==> src/rtl/pipeline_issue_controller.sv <==
// pipeline_issue_controller
// Issue/hazard sequencer between fetch and decode of the 8-bit pipelined core.
// Accepts one instruction per cycle, tracks pending register writes in a
// 4-entry countdown scoreboard, stalls fetch on RAW/WAW hazards, drains the
// pipe on HALT and counts hazard-stalled cycles (saturating).
// Instruction word: [7:6] op (ADD/SUB/LOAD/HALT), [5:4] rd, [3:2] rs1, [1:0] rs2.

module pipeline_issue_controller #(
    parameter int ALU_LAT  = 1,   // cycles before an ADD/SUB result is consumable
    parameter int LOAD_LAT = 2,   // cycles before a LOAD result is consumable
    parameter int CNT_W    = 16   // stall counter width
) (
    input  logic             clk,
    input  logic             reset,
    input  logic             start,
    input  logic             instr_valid,
    input  logic [7:0]       instr,
    output logic             instr_ready,
    output logic             issue_valid,
    output logic [1:0]       issue_op,
    output logic [1:0]       issue_rd,
    output logic [1:0]       issue_rs1,
    output logic [1:0]       issue_rs2,
    output logic             busy,
    output logic             done,
    output logic [CNT_W-1:0] stall_cycles
);

    // Scoreboard entries must hold LOAD_LAT; keep at least one bit when LOAD_LAT is 0.
    localparam int              SB_W      = (LOAD_LAT > 0) ? $clog2(LOAD_LAT + 1) : 1;
    localparam logic [SB_W-1:0] ALU_CNT   = SB_W'(ALU_LAT);
    localparam logic [SB_W-1:0] LOAD_CNT  = SB_W'(LOAD_LAT);
    localparam logic [CNT_W-1:0] STALL_MAX = '1;

    typedef enum logic [1:0] {
        ST_IDLE  = 2'b00,
        ST_RUN   = 2'b01,
        ST_DRAIN = 2'b10
    } state_e;

    typedef enum logic [1:0] {
        OP_ADD  = 2'b00,
        OP_SUB  = 2'b01,
        OP_LOAD = 2'b10,
        OP_HALT = 2'b11
    } op_e;

    state_e           state_q;
    logic [SB_W-1:0]  cnt_q [4];
    logic [SB_W-1:0]  cnt_d [4];
    logic             issue_valid_q;
    logic [1:0]       issue_op_q;
    logic [1:0]       issue_rd_q;
    logic [1:0]       issue_rs1_q;
    logic [1:0]       issue_rs2_q;
    logic             done_q;
    logic [CNT_W-1:0] stall_q;

    // Field decode of the presented instruction.
    op_e        op;
    logic [1:0] rd;
    logic [1:0] rs1;
    logic [1:0] rs2;

    assign op  = op_e'(instr[7:6]);
    assign rd  = instr[5:4];
    assign rs1 = instr[3:2];
    assign rs2 = instr[1:0];

    logic [3:0] pending;
    logic       hazard;
    logic       fire;
    logic       fire_issue;
    logic       fire_halt;
    logic       all_clear;

    // A register is pending while its countdown is nonzero.
    always_comb begin
        for (int i = 0; i < 4; i++) begin
            pending[i] = (cnt_q[i] != '0);
        end
    end

    // Hazard check against the registered scoreboard for the presented opcode.
    always_comb begin
        // NOTE: default first so every path assigns hazard and no latch is inferred.
        hazard = 1'b0;
        case (op)
            OP_ADD, OP_SUB: hazard = pending[rs1] | pending[rs2] | pending[rd];
            OP_LOAD:        hazard = pending[rs1] | pending[rd];
            default:        hazard = 1'b0;
        endcase
    end

    assign instr_ready = (state_q == ST_RUN) && !hazard;
    assign fire        = instr_valid && instr_ready;
    assign fire_issue  = fire && (op != OP_HALT);
    assign fire_halt   = fire && (op == OP_HALT);
    assign all_clear   = (pending == 4'b0000);

    // Scoreboard next state: count down, a newly issued writer reloads its entry.
    always_comb begin
        for (int i = 0; i < 4; i++) begin
            cnt_d[i] = pending[i] ? (cnt_q[i] - SB_W'(1)) : cnt_q[i];
            if (fire_issue && (rd == 2'(i))) begin
                cnt_d[i] = (op == OP_LOAD) ? LOAD_CNT : ALU_CNT;
            end
        end
    end

    // Run-control FSM, scoreboard, issue register, done pulse and stall counter.
    always_ff @(posedge clk) begin
        if (reset) begin
            state_q       <= ST_IDLE;
            // NOTE: the scoreboard array is reset explicitly; stale countdowns would
            // otherwise raise false hazards on the first run after reset.
            for (int i = 0; i < 4; i++) begin
                cnt_q[i] <= '0;
            end
            issue_valid_q <= 1'b0;
            issue_op_q    <= 2'b00;
            issue_rd_q    <= 2'b00;
            issue_rs1_q   <= 2'b00;
            issue_rs2_q   <= 2'b00;
            done_q        <= 1'b0;
            stall_q       <= '0;
        end else begin
            // NOTE: non-blocking throughout so every register samples pre-edge values.
            for (int i = 0; i < 4; i++) begin
                cnt_q[i] <= cnt_d[i];
            end

            issue_valid_q <= fire_issue;
            if (fire_issue) begin
                issue_op_q  <= instr[7:6];
                issue_rd_q  <= rd;
                issue_rs1_q <= rs1;
                issue_rs2_q <= rs2;
            end

            if ((state_q == ST_RUN) && instr_valid && hazard && (stall_q != STALL_MAX)) begin
                stall_q <= stall_q + CNT_W'(1);
            end

            done_q <= 1'b0;
            case (state_q)
                ST_IDLE: begin
                    if (start) begin
                        state_q <= ST_RUN;
                    end
                end
                ST_RUN: begin
                    if (fire_halt) begin
                        state_q <= ST_DRAIN;
                    end
                end
                ST_DRAIN: begin
                    if (all_clear) begin
                        state_q <= ST_IDLE;
                        done_q  <= 1'b1;
                    end
                end
                default: state_q <= ST_IDLE;
            endcase
        end
    end

    assign issue_valid  = issue_valid_q;
    assign issue_op     = issue_op_q;
    assign issue_rd     = issue_rd_q;
    assign issue_rs1    = issue_rs1_q;
    assign issue_rs2    = issue_rs2_q;
    assign busy         = (state_q != ST_IDLE);
    assign done         = done_q;
    assign stall_cycles = stall_q;

endmodule
==> config.mk <==
export PLATFORM = sky130hd
export DESIGN_NAME = pipeline_issue_controller
export DESIGN_NICKNAME = d
export VERILOG_FILES = /design/src/rtl/pipeline_issue_controller.sv
export SDC_FILE = /design/constraint.sdc
export NUM_CORES = 1
export LEC_CHECK = 0
export CAP_MARGIN = 20
export CORE_MARGIN = 5
export CORE_UTILIZATION = 30
export CTS_CLUSTER_DIAMETER = 50
export DETAILED_ROUTE_END_ITERATION = 7
export PLACE_DENSITY = 0.58
export SLEW_MARGIN = 20
export SYNTH_ARGS = -nofsm -noshare
export SYNTH_HDL_FRONTEND = slang
export SYNTH_SLANG_ARGS = --single-unit
==> constraint.sdc <==
create_clock -name clk -period 6.77 [get_ports clk]
set_input_delay 1.354 -clock clk [delete_from_list [all_inputs] [get_ports clk]]
set_output_delay 1.354 -clock clk [all_outputs]
set_load 0.02 [all_outputs]
Yosys cells after proc, flatten, opt, wreduce, memory -nomap -nowiden
Memory sizes are Yosys's and may differ from the RTL's.
Cells that the tools add are included.

storage, ports and cells
  flip-flop bits (word level) = 28
  memory bits (writable) = 8
  bits of input ports = 12
  output and inout bits = 28
  word-level logic and storage cells = 90
  memories = 1

operators by class
  add/sub/neg operators = 5
  order comparisons = 3
  eq/ne operators = 13
  multiplexer cells = 28
  bitwise gates (word level) = 8
  reduce and logical (&&, ||, !) cells = 24

memory list
  name   words  width  rd ports  clocked after memory_dff  wr ports  line  text
  cnt_q  4      2      4         0                         4         49    logic [SB_W-1:0] cnt_q [4];

operators with widths
  cell                                                         number
  2-to-1 mux 2 bit                                             16
  adder 16 x 1 -> 16 bit (second input constant)               1
  inequality test 16 bit (second input constant)               1
  logical AND 1 bit                                            11
  equality test 2 bit (second input constant)                  5
  nonzero test 2 bit                                           5
  less-than comparator 2 x 3 -> 1 bit (second input constant)  3
  inequality test 2 bit (second input constant)                4
  subtractor 2 x 1 -> 2 bit (second input constant)            4
  2-to-1 mux 1 bit                                             7
  OR 1 bit                                                     7
  binary-select mux 1 bit (select 2 bit)                       3
  equality test 2 x 1 -> 1 bit (second input constant)         3
  logical NOT 2 bit                                            3
  one-hot mux 2 bit (3 select lines)                           1
  logical NOT 4 bit                                            1
  OR reduction 2 bit                                           2
  AND reduction 3 bit                                          1
  one-hot mux 1 bit (2 select lines)                           1
  logical NOT 1 bit                                            1
  inverter 1 bit                                               1

Logic depth before layout (Yosys ltp)
Gate-level depths: netlist (run 1).

  depth after elaboration = 13
  mapped depth = 10
  mapped depth without buffers = 7

Least setup slack after synthesis (run 1)
OpenSTA, ideal clock, no wires.

  path type = input to output
  start = input instr[2]
  end = output instr_ready
  arrival time = 2.445 ns
  data required time = 5.416 ns
  path slack = 2.971 ns
  stages on the path = 4
  path buffers = 0
  cells stage by stage = mux4_2 > a21o_1 > a32oi_1 > nor3b_1

between the ends
  word-level cells in the longest chain between the ends = 7
  elaborated cells on any way between the ends = 8
  classes of those cells = mux: 3; bitwise: 3; reduce/logical: 2

ends and longest elaborated chain
  item                                      line    text
  from (decl)                               17      input logic [7:0] instr,
  binary-select mux 1 bit (select 2 bit) *  89, 90
  2-to-1 mux 1 bit (implied by the code) *  89, 90
  OR 1 bit (2 in series)                    89      OP_ADD, OP_SUB: hazard = pending[rs1] | pending[rs2] | pending[rd];
  one-hot mux 1 bit (2 select lines) *      88      case (op)
  logical NOT 1 bit *                       95      assign instr_ready = (state_q == ST_RUN) && !hazard;
  logical AND 1 bit *                       95
  to (decl)                                 18      output logic instr_ready,

Every way passes the cells marked *; elsewhere a longest branch is shown, timed or not. The select of a mux whose other input is x is not followed.

Worst setup path after layout (run 1)
  start = input instr[4]
  end = output instr_ready

between the ends
  word-level cells in the longest chain between the ends = 6
  elaborated cells on any way between the ends = 7
  classes of those cells = mux: 3; bitwise: 2; reduce/logical: 2

ends and longest elaborated chain
  item                                      line
  binary-select mux 1 bit (select 2 bit) *  89, 90
  2-to-1 mux 1 bit (implied by the code) *  89, 90
  OR 1 bit (on tied branches)               90, 89
  one-hot mux 1 bit (2 select lines) *      88
  logical NOT 1 bit *                       95
  logical AND 1 bit *                       95

Marks and branches as above.

==> impl_metrics.env, run 1 <==
export IMPL_outcome="completed"
export IMPL_setup_viol=0
export IMPL_p_leak_nw=0.823
export IMPL_gp_congestion=0.790
export IMPL_synthAdderAreaFrac_pct=5.79
export IMPL_fmax_mhz=199
export IMPL_postCtsHoldBufs=0
export IMPL_synth_top_family_by_area="simple AND/OR/NAND/NOR gates"
export IMPL_cts_resized=0
export IMPL_drc=0
export IMPL_dieArea_um2=8190
export IMPL_path_max_fanout=7
export IMPL_critPathKind="input pin to output port"
export IMPL_post_route_period_util_pct=74.3
export IMPL_clk_latency_ps=290
export IMPL_synth_mux_area_share_pct=6.82
export IMPL_tns_ps=0
export IMPL_yosysTopAreaCellShare_pct=37.1
export IMPL_synth_compound_area_share_pct=20.0
export IMPL_ys_flop_type="dfxtp_1"
export IMPL_relSlewSlack_pct=40.5
export IMPL_cts_root_buf="clkbuf_8"
export IMPL_via_count=1798
export IMPL_hold_class="register to register"
export IMPL_postRouteAntennaNets=0
export IMPL_drt_pass1_iterations=4
export IMPL_ys_seq_area_share_pct=37.1
export IMPL_hold_viol_final=0
export IMPL_yosysWarnings=0
export IMPL_cp_end_kind="output port"
export IMPL_wire_per_inst_um=14.4
export IMPL_routed_wl_um=4870
export IMPL_avgSynthCellArea_um2=8.64
export IMPL_htree_levels=2
export IMPL_antenna_cells=0
export IMPL_r2r_setup_slack_ps=3950
export IMPL_synthCells=225
export IMPL_syn_to_final_growth_pct=27.1
export IMPL_clock_sinks=36
export IMPL_slew_viol_final=0
export IMPL_required_ps=5420
export IMPL_initial_utilization_pct=30.8
export IMPL_max_vdd_ir_drop_uv=133
export IMPL_grt_pass1_wl_um=8450
export IMPL_vias_per_cell=5.32
export IMPL_synth_xor_area_share_pct=1.35
export IMPL_clkTransAtPathRegs_ps=70
export IMPL_arrival_ps=3680
export IMPL_cts_buffers=5
export IMPL_grt_max_degree=39
export IMPL_worstSetupStartpointType="input pin"
export IMPL_antenna_found_initial=0
export IMPL_ys_ff_latch=36
export IMPL_postCtsSetupRepairBufs=0
export IMPL_fp_dieW_um=90.5
export IMPL_synth_area_um2=1940
export IMPL_core_um2=6310
export IMPL_drive_gt1_share_pct=6.51
export IMPL_synth_top_area_cell="dfxtp_1"
export IMPL_dp_hpwl_um=3460
export IMPL_clock_skew_final_ps=4.32
export IMPL_layout_min_cycle_time_ps=5030
export IMPL_rsz0062_at_grt="no"
export IMPL_grt_remaining_overflow=0
export IMPL_yosys_cell_types_count=46
export IMPL_placed_cell_area_um2=2380
export IMPL_drt_iter0_markers=48
export IMPL_numPortBuffers=39
export IMPL_async_flop_share_pct=0
export IMPL_synthSimpleGateAreaFrac_pct=23.5
export IMPL_cts_tree="yes"
export IMPL_fin_nets=281
export IMPL_die_h_um=90.5
export IMPL_drv_cap=0
export IMPL_synth_fp_nets=246
export IMPL_final_cell_area_um2=2470
export IMPL_ioPinCount=40
export IMPL_grt_pass1_vias=1755
export IMPL_num_rows=29
export IMPL_synth_edf_count=0
export IMPL_worst_pin_slew_ps=893
export IMPL_yosys_top_cells_area="dfxtp_1 (37%), a21oi_1 (6.4%), ha_1 (5.8%), o31ai_1 (4.6%), or4_1 (4.6%)"
export IMPL_clk_path_buf_depth=2
export IMPL_power_density_nw_per_um2=286
export IMPL_grt_usage_pct=12.3
-- critical path, cell delays in order --
cell	delay, ps
clkdlybuf4s50_1	600
mux4_2	580
a21o_1	190
a32oi_1	320
nor3b_1	90
clkdlybuf4s50_1	550
-- cell usage after synthesis, types with 3 or more instances --
cell	count
o21ai_0	9
inv_1	11
nand2_1	21
a21oi_1	25
nand4_1	6
or4_1	12
nor2b_1	4
nor2_1	13
mux2_2	4
clkbuf_1	8
ha_1	9
mux4_2	3
dfxtp_1	36
nand3_1	7
and3_1	3
o31ai_1	12
-- report_power, final --
group          switching [W]  internal (W)  total [W]  leakage [nW]
Combinational       0.000172      0.000123   0.000295         0.485
Clock              0.0000770     0.0000830   0.000160        0.0455
Sequential         0.0000135      0.000238   0.000251         0.292
-- cell usage in the layout (no fill, tap or decap), types with 4 or more instances in the layout --
cell type	n
o31ai_1	12
nor2b_1	4
clkbuf_8	6
ha_1	9
clkdlybuf4s50_1	39
o21ai_0	9
dfxtp_1	36
mux2_2	4
nand3_1	7
nand2_1	21
nor2_1	13
or4_1	12
a21oi_1	25
nand4_1	6
inv_1	11
-- final cells by class --
type | count | area [um2]
Clock buffer | 8 | 90.1
Fill cell | 678 | 3840
Timing Repair Buffer | 41 | 405
Tap cell | 77 | 96.3
Inverter | 11 | 41.3
Sequential cell | 36 | 721
Multi-Input combinational cell | 165 | 1120
-- worst paths after layout --
kind / from / depth (start not counted) / to
setup reg to reg: cnt_q[3][0]$_SDFFE_PP0P_ / 7 / stall_cycles[8]$_SDFFE_PP0P_
setup / recovery: instr[4] / 6 / instr_ready
hold reg to reg: issue_rd[1]$_SDFFE_PP0P_ / 2 / issue_rd[1]$_SDFFE_PP0P_
hold / removal: issue_rd[1]$_SDFFE_PP0P_ / 2 / issue_rd[1]$_SDFFE_PP0P_
-- routing by layer --
| metal | vias up | global-route usage [%] | wire, um |
|---|---|---|---|
| met5 | - | 0 | 0 |
| met4 | 0 | 2.61 | 42 |
| met3 | 6 | 4.92 | 309 |
| met2 | 40 | 20.4 | 2290 |
| met1 | 843 | 14.8 | 2220 |
| li1 | 909 | - | - |
-- per-stage QoR --
step	setup slack (ps)	hold WS (ps)	power, W	std cells	utilization [%]
final	1740	458	0.000706	338	39.1
after global routing	1650	482	0.000771	338	39.1
after floorplan	2970	475	0.000496	225	-
after CTS	1750	463	0.000715	338	39.1
after detailed placement	1760	450	0.000552	330	37.7
after global placement	1780	446	0.000547	330	37.7
-- cells by family after synthesis --
logic type               after synthesis
AND/OR/NAND/NOR                       83
AO/OA/AOI/OAI                         61
flip-flops                            36
buffers and inverters                 24
multiplexers                           9
adder cells (fa/ha/maj)                9
XOR/XNOR                               3
-- sequential cells by signal (all words and copies together) (netlist names) --
register,count
cnt_q,8
stall_cycles,16
issue_op,2
issue_rd,2
issue_valid,1
issue_rs1,2
state_q,2
done,1
issue_rs2,2
(Power assumes the default switching activity.)
==> run 2: changes to the inputs <==
PLACE_DENSITY = 0.59   (was 0.58)
clock period = 4.5 ns   (was 6.77 ns; I/O delays follow)
==> run 2 against run 1 <==
Net effect:
- global-route usage is 0.21 points lower
- final area is 0.10% higher
- sequential share of layout area hardly changed
- critical path type unchanged
- highest routed layer unchanged
==> impl_metrics.env, run 2 (same netlist as run 1, synthesis figures left out) <==
export IMPL_largest_reg_flops=16
export IMPL_slew_viol_final=0
export IMPL_postCtsHoldBufs=0
export IMPL_num_rows=29
export IMPL_clk_latency_ps=290
export IMPL_post_route_period_util_pct=91.3
export IMPL_arrival_ps=3210
export IMPL_worstSetupStartpointType="input pin"
export IMPL_drive_gt1_share_pct=7.28
export IMPL_core_um2=6310
export IMPL_critPathKind="input pin to output port"
export IMPL_ioPinCount=40
export IMPL_crit_start="instr[4]"
export IMPL_hold_class="register to register"
export IMPL_setup_viol=0
export IMPL_post_place_ws_ps=370
export IMPL_via_count=1821
export IMPL_grt_pass1_wl_um=8270
export IMPL_initial_utilization_pct=30.8
export IMPL_vias_per_cell=5.39
export IMPL_most_common_layout_cells="clkdlybuf4s50_1 (39), dfxtp_1 (36), a21oi_1 (25)"
export IMPL_htree_levels=2
export IMPL_min_from="issue_rs2[1]$_SDFFE_PP0P_"
export IMPL_clk_path_buf_depth=2
export IMPL_grt_max_degree=29
export IMPL_timing_final_ws_setup_ps=391
export IMPL_p_leak_nw=0.829
export IMPL_max_vdd_ir_drop_uv=197
export IMPL_final_cell_area_um2=2470
export IMPL_worst_pin_slew_ps=893
export IMPL_postRouteAntennaNets=0
export IMPL_tns_ps=0
export IMPL_r2r_start="cnt_q[2][0]$_SDFFE_PP0P_"
export IMPL_relSlewSlack_pct=40.5
export IMPL_antenna_cells=0
export IMPL_fin_nets=281
export IMPL_drt_iter0_markers=81
export IMPL_gp_congestion=0.773
export IMPL_placed_cell_area_um2=2380
export IMPL_dp_hpwl_um=3430
export IMPL_final_common_cell="clkdlybuf4s50_1"
export IMPL_hold_viol_final=0
export IMPL_clock_sinks=36
export IMPL_antenna_found_initial=0
export IMPL_required_ps=3600
export IMPL_fmax_mhz=243
export IMPL_cts_buffers=5
export IMPL_syn_to_final_growth_pct=27.2
export IMPL_die_h_um=90.5
export IMPL_dp_cells=330
export IMPL_layout_min_cycle_time_ps=4110
export IMPL_cts_resized=0
export IMPL_drv_cap=0
export IMPL_power_density_nw_per_um2=430
export IMPL_grt_pass1_vias=1744
export IMPL_postCtsSetupRepairBufs=0
export IMPL_path_max_fanout=7
export IMPL_cts_tree="yes"
export IMPL_clock_skew_final_ps=3.41
export IMPL_cp_end_kind="output port"
export IMPL_grt_remaining_overflow=0
export IMPL_outcome="completed"
export IMPL_numPortBuffers=39
export IMPL_drt_pass1_iterations=4
export IMPL_drc=0
export IMPL_fin_cells=338
export IMPL_routed_wl_um=4810
export IMPL_wire_per_inst_um=14.2
export IMPL_cts_root_buf="clkbuf_8"
export IMPL_grt_usage_pct=12.1
export IMPL_fp_dieW_um=90.5
export IMPL_rsz0062_at_grt="no"
export IMPL_clkTransAtPathRegs_ps=70
export IMPL_dieArea_um2=8190
## run 2: routing by layer
layer,global-route usage (%),up-vias,routed length (um)
li1,-,909,-
met1,14.9,864,2140
met2,19.9,41,2360
met3,3.25,7,255
met4,4.34,0,57
met5,0,-,0
## run 2: worst paths after layout
check | endpoint | slack, ps | depth (start not counted)
setup / recovery | instr_ready | 390 | 6
hold / removal | issue_rs2[1]$_SDFFE_PP0P_ | 460 | 2
hold reg to reg | issue_rs2[1]$_SDFFE_PP0P_ | 460 | 2
setup reg to reg | stall_cycles[8]$_SDFFE_PP0P_ | 1620 | 7
## run 2: area by class of cell
class	instances	area [um2]
inverters	11	41.3
fillers	671	3840
repair buffers	41	405
clock inverters	2	10.0
well taps	77	96.3
flip-flops and latches	36	721
multi-input cells	165	1120
clock buffers	6	82.6
## run 2: per-stage QoR
stage | util (%) | hold WS [ps] | total power (W)
after CTS | 39.2 | 462 | 0.00108
after global placement | 37.7 | 448 | 0.000818
after detailed placement | 37.7 | 450 | 0.000829
after floorplan | - | 475 | 0.000747
after global routing | 39.2 | 479 | 0.00115
final | 39.2 | 458 | 0.00106
## run 2: critical path, stage by stage
cell and delay [ps]:
clkdlybuf4s50_1 600, mux4_2 580, a21o_1 190, a32oi_1 290, nor3b_1 90, clkdlybuf4s50_1 550
## run 2: report_power, final
group	total, W	internal (W)	leakage, nW	switching [W]
Clock	0.000243	0.000122	0.0510	0.000121
Combinational	0.000442	0.000185	0.486	0.000257
Sequential	0.000378	0.000358	0.292	0.0000205
==> run 3: changes to the inputs <==
SKIP_LAST_GASP = 1   (was unset)
==> results of run 3 <==
No change in the layout: final DEF, timing and power equal those of run 2.
